==> src/rtl/column_reducer_pkg.sv <==
// rtl/column_reducer_pkg.sv - shared definitions for the column reducer datapath
package column_reducer_pkg;

    localparam int NUM_SIZE = 16;
    localparam int AGG_OP_W = 2;

    typedef enum logic [AGG_OP_W-1:0] {
        AGG_SUM   = 2'd0,
        AGG_MIN   = 2'd1,
        AGG_MAX   = 2'd2,
        AGG_COUNT = 2'd3
    } agg_op_t;

    typedef enum logic [1:0] {
        IDLE  = 2'd0,
        ACCUM = 2'd1,
        HOLD  = 2'd2
    } reducer_state_t;

endpackage

==> src/rtl/column_reducer_reduce_step.sv <==
// rtl/column_reducer_reduce_step.sv - combinational accumulate step; SUM clamps instead of wrapping when SATURATE_EN is defined
module reduce_step
    import column_reducer_pkg::*;
#(
    parameter int ACC_W = NUM_SIZE + 16
) (
    input  logic [1:0]       op,
    input  logic [ACC_W-1:0] acc,
    input  logic [ACC_W-1:0] data,
    input  logic             cnt_sat,
    output logic [ACC_W-1:0] next_acc,
    output logic             ovf
);

    localparam logic [ACC_W-1:0] ACC_MAX = {1'b0, {(ACC_W-1){1'b1}}};
    localparam logic [ACC_W-1:0] ACC_MIN = {1'b1, {(ACC_W-1){1'b0}}};
    localparam logic [ACC_W-1:0] ACC_ONE = {{(ACC_W-1){1'b0}}, 1'b1};

    logic [ACC_W-1:0] sum;

    always_comb begin
        next_acc = acc;
        ovf      = 1'b0;
        sum      = acc + data;
        case (op)
            AGG_SUM: begin
                // operands agree in sign but the result does not: signed overflow
                ovf = (acc[ACC_W-1] == data[ACC_W-1]) && (sum[ACC_W-1] != acc[ACC_W-1]);
`ifdef SATURATE_EN
                if (ovf)
                    next_acc = acc[ACC_W-1] ? ACC_MIN : ACC_MAX;
                else
                    next_acc = sum;
`else
                next_acc = sum;
`endif
            end
            AGG_MIN:   next_acc = ($signed(data) < $signed(acc)) ? data : acc;
            AGG_MAX:   next_acc = ($signed(data) > $signed(acc)) ? data : acc;
            AGG_COUNT: next_acc = cnt_sat ? acc : acc + ACC_ONE;
            default:   next_acc = acc;
        endcase
    end

endmodule

==> src/rtl/column_reducer.sv <==
// rtl/column_reducer.sv - reduces in_last-delimited groups to SUM/MIN/MAX/COUNT; SATURATE_EN selects clamping SUM
module column_reducer
    import column_reducer_pkg::*;
#(
    parameter int W     = NUM_SIZE,
    parameter int ACC_W = NUM_SIZE + 16,
    parameter int CNT_W = 16
) (
    input  logic             clk,
    input  logic             reset,
    input  logic [1:0]       agg_op,
    input  logic             in_valid,
    input  logic [W-1:0]     in_data,
    input  logic             in_last,
    output logic             in_ready,
    output logic             res_valid,
    input  logic             res_ready,
    output logic [ACC_W-1:0] res_data,
    output logic [CNT_W-1:0] res_count,
    output logic             res_ovf
);

    localparam logic [CNT_W-1:0] CNT_ONE = {{(CNT_W-1){1'b0}}, 1'b1};
    localparam logic [ACC_W-1:0] ACC_ONE = {{(ACC_W-1){1'b0}}, 1'b1};

    reducer_state_t   state;
    agg_op_t          op;
    logic [ACC_W-1:0] acc;
    logic [CNT_W-1:0] cnt;
    logic             ovf;

    logic [ACC_W-1:0] data_ext;
    logic [ACC_W-1:0] step_acc;
    logic             step_ovf;
    logic             cnt_sat;
    logic             beat;

    assign data_ext = ACC_W'($signed(in_data));
    assign cnt_sat  = (cnt == {CNT_W{1'b1}});
    assign beat     = in_valid && in_ready;

    reduce_step #(.ACC_W(ACC_W)) u_step (
        .op       (op),
        .acc      (acc),
        .data     (data_ext),
        .cnt_sat  (cnt_sat),
        .next_acc (step_acc),
        .ovf      (step_ovf)
    );

    always_ff @(posedge clk) begin
        if (reset) begin
            state     <= IDLE;
            op        <= AGG_SUM;
            acc       <= '0;
            cnt       <= '0;
            ovf       <= 1'b0;
            in_ready  <= 1'b0;
            res_valid <= 1'b0;
        end else begin
            case (state)
                IDLE: begin
                    in_ready <= 1'b1;
                    if (beat) begin
                        op  <= agg_op_t'(agg_op);
                        acc <= (agg_op_t'(agg_op) == AGG_COUNT) ? ACC_ONE : data_ext;
                        cnt <= CNT_ONE;
                        ovf <= 1'b0;
                        if (in_last) begin
                            state     <= HOLD;
                            in_ready  <= 1'b0;
                            res_valid <= 1'b1;
                        end else begin
                            state <= ACCUM;
                        end
                    end
                end
                ACCUM: begin
                    if (beat) begin
                        acc <= step_acc;
                        cnt <= cnt_sat ? cnt : cnt + CNT_ONE;
                        ovf <= ovf | step_ovf | cnt_sat;
                        if (in_last) begin
                            state     <= HOLD;
                            in_ready  <= 1'b0;
                            res_valid <= 1'b1;
                        end
                    end
                end
                HOLD: begin
                    if (res_ready) begin
                        state     <= IDLE;
                        res_valid <= 1'b0;
                        in_ready  <= 1'b1;
                    end
                end
                default: begin
                    state     <= IDLE;
                    in_ready  <= 1'b0;
                    res_valid <= 1'b0;
                end
            endcase
        end
    end

    assign res_data  = acc;
    assign res_count = cnt;
    assign res_ovf   = ovf;

endmodule

==> config.mk <==
export PLATFORM = sky130hd
export DESIGN_NAME = column_reducer
export DESIGN_NICKNAME = d
export VERILOG_FILES = /design/src/rtl/column_reducer_pkg.sv /design/src/rtl/column_reducer_reduce_step.sv /design/src/rtl/column_reducer.sv
export SDC_FILE = /design/constraint.sdc
export NUM_CORES = 1
export LEC_CHECK = 0
export ABC_AREA = 1
export BUFFER_PORTS_ARGS = -buffer_cell sky130_fd_sc_hd__buf_2
export CAP_MARGIN = 15
export CORE_AREA = 2 2 172 174
export CTS_BUF_LIST = sky130_fd_sc_hd__clkbuf_16
export CTS_CLUSTER_DIAMETER = 60
export DETAILED_ROUTE_END_ITERATION = 6
export DIE_AREA = 0 0 174 176
export PLACE_DENSITY = 0.47
export SYNTH_ARGS = -nofsm -noshare
export SYNTH_HDL_FRONTEND = slang
export SYNTH_SLANG_ARGS = --single-unit
==> constraint.sdc <==
create_clock -name clk -period 3 [get_ports clk]
set_input_delay 0.6 -clock clk [delete_from_list [all_inputs] [get_ports clk]]
set_output_delay 0.6 -clock clk [all_outputs]
set_load 0.02 [all_outputs]
Yosys cells after proc, flatten, opt, wreduce, memory -nomap -nowiden --
Cells that the tools add are included.
Cells by class: reduce and logical (&&, ||, !) cells 13, multiplexer cells 32, $lt $le $gt $ge 2, eq/ne operators 19, bitwise operators 2, $add $sub $neg 3
Operator list (number):
- $mux 32 | 6
- $pmux 32 s4 | 1
- $pmux 32 s2 | 1
- $mux 16 | 3
- $add 32x1->32 const B | 1
- $add 32x32->32 | 1
- $gt 16x32->1 | 1
- $lt 16x32->1 | 1
- $pmux 16 s2 | 1
- $add 16x1->16 const B | 1
- $eq 16x16->1 const B | 1
- $mux 1 | 11
- $mux 2 | 5
- $ne 2x2->1 const B | 5
- $reduce_and 3->1 | 3
- $eq 2x2->1 const B | 4
- $reduce_and 4->1 | 2
- $ne 3x2->1 const B | 2
- $pmux 2 s3 | 1
- $reduce_and 6->1 | 1
- $eq 2x1->1 const B | 2
- $logic_not 2->1 | 2
- $ne 2x1->1 const B | 2
- $pmux 1 s2 | 2
- other kinds (9) | 11
Word-level totals: input bits 23, output and inout port bits 51, word-level logic and storage cells 78, flip-flop bits (word level) 55

Longest topological paths before layout --
Gate-level depths: netlist of the first run.
word-level depth 8, gate-level depth with buffers 22, mapped depth without buffers 21

Modules after synthesis --
Synthesis of the first run repeated with hierarchy kept, for this count alone.
Second synthesis, totals: cell total of the unflattened synthesis 1474, area, all modules 8304.2 um^2
Modules (own cells, without submodules):
- reduce_step | area each 5611.6 um^2, seq. area each 0.0 um^2, cells an instance 1080, times used 1
- column_reducer | area each 2692.6 um^2, seq. area each 1101.1 um^2, cells an instance 394, times used 1

Least setup slack after synthesis of the first run --
OpenSTA, ideal clock, no wires.
path type flip-flop to flip-flop, from reg acc[13] (netlist: res_data[13]), to reg acc[2] (netlist: res_data[2]), period minus slack after synthesis 2.363 ns, required time 2.889 ns, path buffers 1, arrival 2.252 ns, library setup time 0.111 ns, setup slack 0.637 ns, stages on the path, launching flop included 18, cells stage by stage dfxtp_1 > inv_1 > ha_1 > inv_2 > nor3_2 > and2b_1 > nand2_1 > nand2_1 > nand2_1 > nand2_1 > nand2_1 > nand3_1 > nand2_2 > nand2_4 > inv_4 > buf_8 > nor2_2 > nor2_2
Between the ends: cells in the longest elaborated chain, start to end 3, elaborated cells between the ends (all ways) 5, those cells by class order compare: 2; eq/ne: 2; reduce/logical: 1
Ends and longest elaborated chain:
- start, declared | line column_reducer.sv:28 | logic [ACC_W-1:0] acc;
- start signal, assigned | line column_reducer.sv:66 | acc <= (agg_op_t'(agg_op) == AGG_COUNT) ? ACC_ONE : data_ext;
- start signal, assigned | line column_reducer.sv:80 | acc <= step_acc;
- $gt 16x32->1 / $lt 16x32->1 (equally long branches) | line column_reducer_reduce_step.sv:39, column_reducer_reduce_step.sv:38
- $ne 3x2->1 (no source line)
- $reduce_and 6->1 (no source line) (*)
Every way passes the cells marked *; elsewhere a longest branch is shown, timed or not. A chain may end at the register's enable or synchronous reset.

Worst setup path in the final report of the first run --
from in in_data[15], to reg acc[25] (netlist: res_data[25])
Between the ends: cells in the longest elaborated chain, start to end 4, elaborated cells between the ends (all ways) 13, those cells by class add/sub: 1; order compare: 2; eq/ne: 2; mux: 7; reduce/logical: 1
Ends and longest elaborated chain:
- start, declared | line column_reducer.sv:13 | input logic [W-1:0] in_data,
- $add 32x32->32 (tied with other cells) | line column_reducer_reduce_step.sv:24 | sum = acc + data;
- $pmux 32 s4 | line column_reducer_reduce_step.sv:25 | case (op)
- $mux 32 | line column_reducer.sv:79 | if (beat) begin
- $pmux 32 s2 | line column_reducer.sv:61 | case (state)
Several ways; a longest one is shown, not always the timed one. The select of a mux whose other input is x is not followed.

==> results of run 1 <==
==> layout make-up <==
cell class,count,area share
multi-input cells,996,0.6094
flip-flops and latches,55,0.1302
repair buffers,138,0.1027
inverters,180,0.08050
well taps,384,0.05682
clock buffers,5,0.01480
clock inverters,3,0.005623
==> worst max-delay path, stage by stage <==
cell and delay, ns:
clkbuf_4 0.25, buf_4 0.23, ha_1 0.38, inv_1 0.09, a21oi_1 0.18, o21ai_0 0.17, a21oi_1 0.22, nor2_1 0.10
nor2_1 0.19, nand2_1 0.09, nand2_1 0.07, nand3_1 0.10, nand2_1 0.10, inv_1 0.04, nor2_1 0.09, nor2_1 0.05
==> where the power goes <==
part / total, uW / internal [uW] / leakage [uW] / switching (uW)
clock: 697 / 399 / 0.0000844 / 297
combinational: 2020 / 653 / 0.00376 / 1370
sequential: 850 / 798 / 0.000449 / 52.1
total: 3570 / 1850 / 0.00430 / 1720
==> worst max path at each step <==
stage,end,slack [ns],cells past startpoint
floorplan,res_data[2]$_SDFFE_PP0P_,0.64,17
global placement,res_ovf$_SDFFE_PP0P_,-0.06,15
detailed placement,res_ovf$_SDFFE_PP0P_,-0.08,15
CTS,res_ovf$_SDFFE_PP0P_,0.22,15
global route,res_data[20]$_SDFFE_PP0P_,0.04,15
finish,res_data[25]$_SDFFE_PP0P_,0.24,16
==> per-stage QoR <==
step | cell area [um2] | utilization | cells | hold slack (ns) | setup slack, ns
after global placement | 8278 | 0.2900 | 1753 | 0.4713 | -0.05507
after detailed placement | 8278 | 0.2900 | 1753 | 0.4771 | -0.07667
final | 8456 | 0.2962 | 1761 | 0.4831 | 0.2412
after global routing | 8456 | 0.2962 | 1761 | 0.5073 | 0.03580
after floorplan | 7077 | - | 1257 | 0.4912 | 0.6368
after CTS | 8451 | 0.2960 | 1761 | 0.4881 | 0.2235
==> flip-flops by register name, indices dropped and copies added, names as in the netlist <==
name	cells
res_ovf	1
res_valid	1
state	2
res_count	16
res_data	32
in_ready	1
op	2
==> cells by family (layout without fill, tap and decap cells) <==
family | Yosys count | in the layout | share of synthesized area
AO/OA/AOI/OAI | 203 | 203 | 0.1536
XOR/XNOR | 6 | 6 | 0.007426
adder cells (fa/ha/maj) | 70 | 70 | 0.1248
buffers and inverters | 206 | 326 | 0.1167
flip-flops | 55 | 55 | 0.1556
AND/OR/NAND/NOR | 717 | 717 | 0.4418
==> layout by cell type (no fill, tap or decap), types with 3 or more instances in the layout <==
| master | count |
|---|---|
| nand4_1 | 17 |
| nand3_2 | 3 |
| buf_2 | 72 |
| o21ai_1 | 7 |
| nor2_1 | 158 |
| inv_1 | 169 |
| o21ai_0 | 61 |
| o21bai_1 | 4 |
| nand2_1 | 341 |
| nand3_1 | 123 |
| buf_4 | 64 |
| clkbuf_16 | 5 |
| nor3_1 | 25 |
| a31oi_1 | 4 |
| a21oi_1 | 108 |
| nand2_2 | 5 |
| nor3_2 | 8 |
| a21o_1 | 3 |
| a211oi_1 | 3 |
| ha_1 | 69 |
| xor2_1 | 4 |
| nor2_2 | 23 |
| inv_2 | 8 |
| dfxtp_1 | 55 |
==> routing by layer <==
layer / vias up / wire [um]
li1: 4307 / -
met1: 3841 / 13660
met2: 302 / 12920
met3: 51 / 1818
met4: 0 / 907
met5: - / 0
==> timing repair <==
item | in CTS | in global routing
gates resized for setup | 0 | 2
setup endpoints to repair | 0 | 1
buffers inserted | 0 | 0
==> results.yml, run 1 <==
status:
  status: "complete, no violations"
synth:
  seq_area_frac_synth: 0.1556
  syn_area_um2: 7077
  syn_inst: 1257
  synth_top_area_frac: 0.1809
  synth_ff_type: "dfxtp_1"
  synth_cell_types: 51
  synthTopCellsByCount: "nand2_1, inv_1, nor2_1"
  ys_warn_count: 0
  avgSynthCellArea_um2: 5.630
  synth_fp_nets: 1350
  yosysMostFrequentCell: "nand2_1"
  async_reset_ff_frac: 0
  ys_seq_elements: 55
  synth.largest_area_cell: "nand2_1"
  synthTopCellsByArea: "nand2_1, dfxtp_1, ha_1, inv_1, nand3_1"
  synth_edf_count: 0
sta:
  setup-violations-final: 0
  finalCritPeriodShare: 0.9196
  hold_violations: 0
  clock_skew_ns: 0.01125
  slew_viol_final: 0
  timing.final.crit_period_ns: 2.759
  tns_ns: 0
  relSlewSlack: 0.2986
  worstMarginPinSlew_ns: 1.046
  rsz0062_at_grt: "false"
  clock.fmax_ghz: 0.3625
pwr:
  p_leak_uw: 0.004296
  power.density_nw_per_um2: 422.1
  finalPower_uw: 3569
  irDropWorstVdd_mv: 0.1834
hold_path:
  holdCritStartpoint: "res_valid$_SDFFE_PP0P_"
  whs_endpoint: "res_valid$_SDFFE_PP0P_"
  hold_path_class: "reg2reg"
  holdPathStages: 2
clock_network:
  clockRootBuffer: "clkbuf_16"
  clkLatencyLatePin_ns: 0.30
  cts.clk_slew.worst_paths_ns: 0.08
  cts.sink_count: 55
  htree_num_levels: 2
  cts_hold_repair.buffers: 0
  cts_tree: "done"
  cts_buffers: 5
  max-clock-path-buffers: 2
global_route:
  grt_pass1_wl_mm: 44.89
  grt_use_met2: 0.3074
  grt.busiest_layer: "met2"
  grt_start_max_net_pins: 36
  antenna_found_initial: 0
  grt_pass1_vias: 7984
  grtUsageMet3: 0.02864
  grtUsageMet1: 0.2533
  grtUsageTotal: 0.1870
  overflow: 0
worst_setup_path:
  reg2reg_from: "res_data[16]$_SDFFE_PP0P_"
  crit_fanout: 23
  crit_start: "in_data[15]"
  worst_ep_required_time_ns: 3.20
  reg2reg_depth: 15
  critPathCaptureType: "flip-flop"
  cp.arrival_ns: 2.96
  critical_path_class: "in2reg"
  regToRegSetupSlack_ns: 0.30
  reg2reg_to: "res_data[25]$_SDFFE_PP0P_"
  start_kind: "primary input"
die:
  start_util: 0.2479
  core-area_um2: 28550
  die_h_um: 176
  ios: 74
  rows: 62
  dieArea_um2: 30620
  die_x_um: 174
place:
  dpl.hpwl_mm: 24.19
  numPortBuffers: 73
  gp_congestion: 0.9603
routing:
  postRouteAntennaNets: 0
  drtIter0Drc: 719
  wl_per_cell_um: 16.64
  drt-total-wl_mm: 29.31
  drcViolationCount: 0
  via_per_inst: 4.827
  num_vias: 8501
  firstDrtPassIters: 7
cells_and_area:
  multi_input_area_um2: 5152
  fin_nets: 1469
  drive_above_1_share: 0.1452
  regArea_um2: 1101
  diodes: 0
  syn2layout_area_growth_pct: 19.48
  fill_cells: 3301
run:
  drv_cap: 0
Power figures use the tool's default switching activity.
==> run 2, diff against run 1 <==
- ABC_AREA: 1 -> not set
- CORE_AREA: 2 2 172 174 -> 2 2 158 160
- CTS_CLUSTER_SIZE: not set -> 24
- DIE_AREA: 0 0 174 176 -> 0 0 160 162
==> run 2 against run 1 <==
  * Sequential power is 5.8% lower
  * Global-route usage decreased by 0.16 points
  * Wire length fell by 17%
  * First-iteration DRC count fell by 38%
  * Cell area is 9.8% higher
  * Critical endpoint is now res_data[21]$_SDFFE_PP0P_
  * The flow now finishes with violations (setup timing)
  * Critical path type unchanged
  * Via count is 16% lower
  * Register-to-register slack lost 0.33 ns
  * Clock power shrank 4.0%
  * Non-clock buffer count grew 164
  * Sequential share of layout area shrank 1.1 points
==> results.yml, run 2 <==
die:
  core-area_um2: 24110
  die_h_um: 162
  rows: 57
  ios: 74
  die_x_um: 160
  start_util: 0.2473
  dieArea_um2: 25920
synth:
  synth_fp_nets: 906
  seq_area_frac_synth: 0.1847
  yosysMostFrequentCell: "a21oi_1"
  ys_seq_elements: 55
  synth.largest_area_cell: "dfxtp_1"
  synthTopCellsByArea: "dfxtp_1, ha_1, a21oi_1, xnor2_1, nor2_1"
  synthTopCellsByCount: "a21oi_1, nor2_1, ha_1"
  synth_ff_type: "dfxtp_1"
  synth_edf_count: 0
  synth_cell_types: 60
  synth_top_area_frac: 0.1847
  ys_warn_count: 0
  async_reset_ff_frac: 0
  syn_inst: 813
  syn_area_um2: 5961
  avgSynthCellArea_um2: 7.332
worst_setup_path:
  regToRegSetupSlack_ns: -0.03
  critical_path_class: "in2reg"
  crit_chain: "buf_12, buf_12, ha_4, buf_6, nand4_1, or3_4, o21ai_2, nor2_1, a2bb2oi_2, a311o_1, a31oi_4, buf_6, buf_6, buf_12, o311a_1, nor3_1"
  reg2reg_depth: 14
  cp.arrival_ns: 3.25
  critPathSlowestCell: "or3_4"
  start_kind: "primary input"
  slowest_delay_ns: 0.43
  critPathCaptureType: "flip-flop"
  crit_fanout: 6
  reg2reg_from: "res_data[20]$_SDFFE_PP0P_"
  reg2reg_to: "res_data[21]$_SDFFE_PP0P_"
  worst_ep_required_time_ns: 3.17
sta:
  setup-violations-final: 18
  finalCritPeriodShare: 1.024
  tns_ns: -0.6128
  relSlewSlack: 0.4741
  worstMarginPinSlew_ns: 0.7889
  hold_violations: 0
  timing.final.crit_period_ns: 3.071
  timing.final.ws_setup_ns: -0.07137
  clock_skew_ns: 0.009908
  slew_viol_final: 0
  clock.fmax_ghz: 0.3256
  rsz0062_at_grt: "true"
  hold_ws_ns: 0.4912
cells_and_area:
  fin_nets: 1172
  regArea_um2: 1107
  layout_common_cells: "buf_4, a21oi_1, buf_2"
  post-route-util: 0.3852
  fill_cells: 2564
  multi_input_area_um2: 5074
  layout_commonest_cell: "buf_4"
  largest_reg_flops: 32
  drive_above_1_share: 0.3843
  diodes: 0
  syn2layout_area_growth_pct: 55.79
global_route:
  grt_start_max_net_pins: 42
  antenna_found_initial: 0
  grtUsageTotal: 0.1855
  grt_pass1_vias: 7144
  grt_pass1_wl_mm: 38.75
  overflow: 0
routing:
  drt-total-wl_mm: 24.31
  wl_per_cell_um: 17.32
  firstDrtPassIters: 5
  postRouteAntennaNets: 0
  via_per_inst: 5.087
  drcViolationCount: 0
  num_vias: 7142
  drtIter0Drc: 447
status:
  status: "finished, violations left"
  violations: "setup timing"
pwr:
  power_frac_seq: 0.263
  comb_power_share: 0.518
  p_clk_frac: 0.220
  switching_power_uw: 1218
  p_leak_uw: 0.003905
  p_int_uw: 1831
  sw_frac_of_total: 0.3995
  power.density_nw_per_um2: 328.3
  irDropWorstVdd_mv: 0.2276
hold_path:
  whs_endpoint: "res_ovf$_SDFFE_PP0P_"
  holdCritStartpoint: "res_ovf$_SDFFE_PP0P_"
  holdPathStages: 2
  hold_path_class: "reg2reg"
place:
  dpl.hpwl_mm: 18.13
  gp_congestion: 0.8675
  numPortBuffers: 73
clock_network:
  cts_hold_repair.buffers: 0
  cts_tree: "done"
  clkLatencyLatePin_ns: 0.32
  cts.sink_count: 55
  cts_buffers: 5
  clockRootBuffer: "clkbuf_16"
  cts.clk_slew.worst_paths_ns: 0.09
  htree_num_levels: 2
  max-clock-path-buffers: 2
run:
  drv_cap: 0
[run 2: through the flow]
step	std cells	cell area, um2	setup WS (ns)	total power, uW
after floorplan	813	5963	-0.01699	1525
after global placement	1370	8134	-0.7218	2151
after detailed placement	1370	8134	-0.7207	2149
after CTS	1402	9001	-0.04053	2983
after global routing	1404	9286	-0.1207	3232
final	1404	9286	-0.07137	3049
[run 2: metal layers]
layer	routed length, um	GRT usage	up-vias
li1	-	-	3497
met1	11030	0.2373	3422
met2	11710	0.3235	190
met3	1050	0.02630	33
met4	527	0.05692	0
met5	0	0	-
[run 2: worst max-delay path, delay by kind of cell]
kind	cells	cell delay, ns
adders and majority gates	1	0.27
buffers and inverters	6	0.72
AOI/OAI and AO/OA	5	1.00
and+or+nand+nor	4	0.63
[run 2: logic make-up after synthesis]
family,Yosys count,synth area share
AOI/OAI and AO/OA,243,0.2714
xor gates and xnor gates,63,0.09257
adders and majority gates,70,0.1482
DFF,55,0.1847
buffers and inverters,108,0.06990
and+or+nand+nor,271,0.2282
muxes,3,0.005038
[run 2: power groups by stage]
| stage | combinational, uW | sequential, uW | clock [uW] |
|---|---|---|---|
| final | 1580 | 801 | 669 |
| after global routing | 1710 | 807 | 714 |
| after CTS | 1490 | 801 | 689 |
| after floorplan | 645 | 880 | 0 |
| after global placement | 1340 | 816 | 0 |
| after detailed placement | 1330 | 817 | 0 |
[run 2: what timing repair did]
item / 4_1_cts / 5_1_grt
cloned: 6 / 0
endpoints found under the setup margin: 33 / 33
pin swaps: 43 / 27
gates resized for setup: 72 / 71
endpoints found under the hold margin: 0 / 0
buffers inserted: 18 / 8
[run 2: layout make-up]
| type | count | area share |
|---|---|---|
| tap | 324 | 0.04365 |
| multi-input combinational | 650 | 0.5463 |
| clock buffer | 5 | 0.01347 |
| inverter | 65 | 0.02627 |
| clock inverter | 3 | 0.002964 |
| timing repair buffer | 302 | 0.2480 |
| sequential | 55 | 0.1192 |
[run 2: how the worst max path moves through the flow]
| stage | startpoint | end | slack [ns] | cells after the start |
|---|---|---|---|---|
| 2_1_floorplan | res_data[31]$_SDFFE_PP0P_ | res_data[22]$_SDFFE_PP0P_ | -0.02 | 13 |
| 3_3_place_gp | in_data[15] | res_data[21]$_SDFFE_PP0P_ | -0.72 | 13 |
| 3_5_place_dp | in_data[15] | res_data[21]$_SDFFE_PP0P_ | -0.72 | 13 |
| 4_1_cts | in_data[15] | res_data[21]$_SDFFE_PP0P_ | -0.04 | 17 |
| 5_1_grt | in_data[15] | res_data[21]$_SDFFE_PP0P_ | -0.12 | 16 |
| 6_report | in_data[15] | res_data[21]$_SDFFE_PP0P_ | -0.07 | 16 |
==> run 3, diff against run 2 <==
- CORE_AREA: 2 2 158 160 -> 2 2 173 175
- DIE_AREA: 0 0 160 162 -> 0 0 175 177
- SETUP_SLACK_MARGIN: not set -> 0.02
- SYNTH_HIERARCHICAL: not set -> 1
==> run 3 against run 2 <==
  * The flow still finishes with violations (setup timing)
  * Clock power grew 2%
  * Utilization up 0.55 points
  * Combinational power up 51%
  * Critical path type unchanged
  * Largest cell class unchanged
  * Highest routed layer is now met5
==> results.yml, run 3 <==
pwr:
  irDropWorstVdd_mv: 0.2412
  p_leak_uw: 0.004871
  finalPower_uw: 3878
  power.density_nw_per_um2: 339.3
cells_and_area:
  fin_nets: 1414
  post-route-util: 0.3908
  drive_above_1_share: 0.4178
  syn2layout_area_growth_pct: 58.50
  layout_common_cells: "buf_4, nor2_1, buf_2"
  layout_commonest_cell: "buf_4"
  largest_reg_flops: 32
routing:
  firstDrtPassIters: 5
  num_vias: 8979
  via_per_inst: 5.229
  postRouteAntennaNets: 0
  wl_per_cell_um: 17.92
  drcViolationCount: 0
  drtIter0Drc: 455
  drt-total-wl_mm: 30.77
synth:
  ys_seq_elements: 55
  synthTopCellsByArea: "dfxtp_1, ha_1, a21oi_1, nor2_1, nor3_1"
  syn_inst: 1004
  synth_mux_area_frac: 0.05640
  synth-adder-area-share: 0.1156
  synth_cell_types: 83
  synthTopCellsByCount: "nor2_1, a21oi_1, inv_1"
  yosysMostFrequentCell: "nor2_1"
  synth_ff_type: "dfxtp_1"
  avgSynthCellArea_um2: 7.181
  synth.largest_area_cell: "dfxtp_1"
  async_reset_ff_frac: 0
  synth_top_area_frac: 0.1527
  synth_compound_area_frac: 0.2933
  syn_area_um2: 7209
  ys_warn_count: 6
  synth-simple-area-share: 0.2603
  synth_fp_nets: 1093
  synth_edf_count: 0
  seq_area_frac_synth: 0.1527
  synth_top_family_by_area: "compound AO/OA/AOI/OAI gates"
  synthXorXnorAreaFrac: 0.04738
global_route:
  overflow: 0
  grt_pass1_vias: 8642
  grt_pass1_wl_mm: 47.56
  grt_start_max_net_pins: 40
  antenna_found_initial: 2
  grtUsageTotal: 0.1922
worst_setup_path:
  reg2reg_to: "res_data[13]$_SDFFE_PP0P_"
  path_common_cell: "buf_12"
  reg2reg_from: "res_data[5]$_SDFFE_PP0P_"
  critPathCaptureType: "flip-flop"
  critPathSlowestCell: "o31ai_4"
  slowest_delay_ns: 0.43
  critical_path_class: "in2reg"
  reg2reg_depth: 15
  cp.arrival_ns: 3.59
  crit_chain: "buf_12, buf_12, buf_12, ha_4, nand4_1, nor3_4, a22oi_2, and3b_2, o31ai_4, buf_6, nor2_4, a221oi_2, o21ai_1, a221oi_2, nor3_1"
  worst_ep_required_time_ns: 3.21
  crit_fanout: 7
  regToRegSetupSlack_ns: -0.27
  start_kind: "primary input"
clock_network:
  cts_tree: "done"
  clockRootBuffer: "clkbuf_16"
  cts.clk_slew.worst_paths_ns: 0.09
  clkLatencyLatePin_ns: 0.32
  cts_buffers: 5
  cts_hold_repair.buffers: 0
  htree_num_levels: 2
  cts.sink_count: 55
  max-clock-path-buffers: 2
hold_path:
  holdCritStartpoint: "res_ovf$_SDFFE_PP0P_"
  hold_path_class: "reg2reg"
  whs_endpoint: "res_ovf$_SDFFE_PP0P_"
  holdPathStages: 2
sta:
  worstMarginPinSlew_ns: 0.8907
  timing.final.crit_period_ns: 3.382
  relSlewSlack: 0.4062
  clock_skew_ns: 0.01665
  timing.final.ws_setup_ns: -0.3824
  finalCritPeriodShare: 1.127
  clock.fmax_ghz: 0.2956
  slew_viol_final: 0
  hold_violations: 0
  setup-violations-final: 32
  rsz0062_at_grt: "true"
place:
  dpl.hpwl_mm: 22.73
  gp_congestion: 0.8823
  numPortBuffers: 73
status:
  violations: "setup timing"
  status: "finished, violations left"
die:
  die_x_um: 175
  dieArea_um2: 30980
  rows: 63
  ios: 74
  core-area_um2: 29240
  die_h_um: 177
  start_util: 0.2465
run:
  drv_cap: 0
## run 3: cell types whose count changed after synthesis, sizes merged, moves of 13 or more
cell | previous run | this run
nand2 | 36 | 55
o21ai | 28 | 58
nor3 | 18 | 64
xnor2 | 48 | 35
a211oi | 32 | 7
mux2i | 3 | 29
buf | 8 | 24
## run 3: logic make-up after synthesis
kind of cell    Yosys count
simple gates            367
xor+xnor                 39
flops                    55
fa+ha+maj                66
mux                      39
buf+inv                 130
compound gates          308
## run 3: per-layer routing
metal  vias to the layer above  wire length [um]  GRT usage
met5                         -                14          0
met1                      4277             13810     0.2550
li1                       4377                 -          -
met4                         2               567    0.05278
met2                       286             14620     0.3239
met3                        37              1756    0.02878
## run 3: worst max path at each step
stage	depth (start not counted)	slack, ns	startpoint	end
final	15	-0.38	in_data[15]	res_data[13]$_SDFFE_PP0P_
after global routing	15	-0.51	in_data[15]	res_data[13]$_SDFFE_PP0P_
after CTS	15	-0.25	in_data[15]	res_data[15]$_SDFFE_PP0P_
after detailed placement	14	-0.77	in_data[15]	res_data[13]$_SDFFE_PP0P_
after global placement	14	-0.70	in_data[15]	res_data[21]$_SDFFE_PP0P_
after floorplan	13	-0.1	in_data[15]	res_data[3]$_SDFFE_PP0P_
## run 3: what timing repair did
item,CTS,global route
cloned,3,0
gates resized for setup,77,91
pin swaps,40,90
setup buffers,23,20
endpoints found under the setup margin,33,33
## run 3: critical path, delay by kind of cell
kind / cells / cell delay [ns]
buf+inv: 4 / 0.58
fa+ha+maj: 1 / 0.27
simple gates: 5 / 0.89
compound gates: 5 / 1.23
## run 3: final cells by class
cell class / instances / area [um2]
well taps: 390 / 488.0
diodes: 1 / 2.502
repair buffers: 376 / 2907
fillers: 3037 / 17820
inverters: 68 / 255.2
clock inverters: 3 / 26.28
clock buffers: 5 / 125.1
multi-input cells: 819 / 6484
flip-flops and latches: 55 / 1140
## run 3: power by group
part / internal, uW / switching (uW)
registers: 777 / 32.0
clock network: 321 / 364
logic: 1160 / 1220
total: 2260 / 1620
## run 3: stage by stage
step / setup TNS (ns) / hold WS, ns / std cells / worst slack [ns] / area, um2
6_report: -9.166 / 0.4721 / 1717 / -0.3824 / 11430
5_1_grt: -13.38 / 0.5065 / 1716 / -0.5146 / 11420
4_1_cts: -5.397 / 0.4802 / 1700 / -0.2451 / 10880
3_5_place_dp: -22.68 / 0.4609 / 1666 / -0.7716 / 10050
3_3_place_gp: -20.52 / 0.4574 / 1666 / -0.6995 / 10050
2_1_floorplan: -0.7661 / 0.4526 / 1004 / -0.09969 / 7528
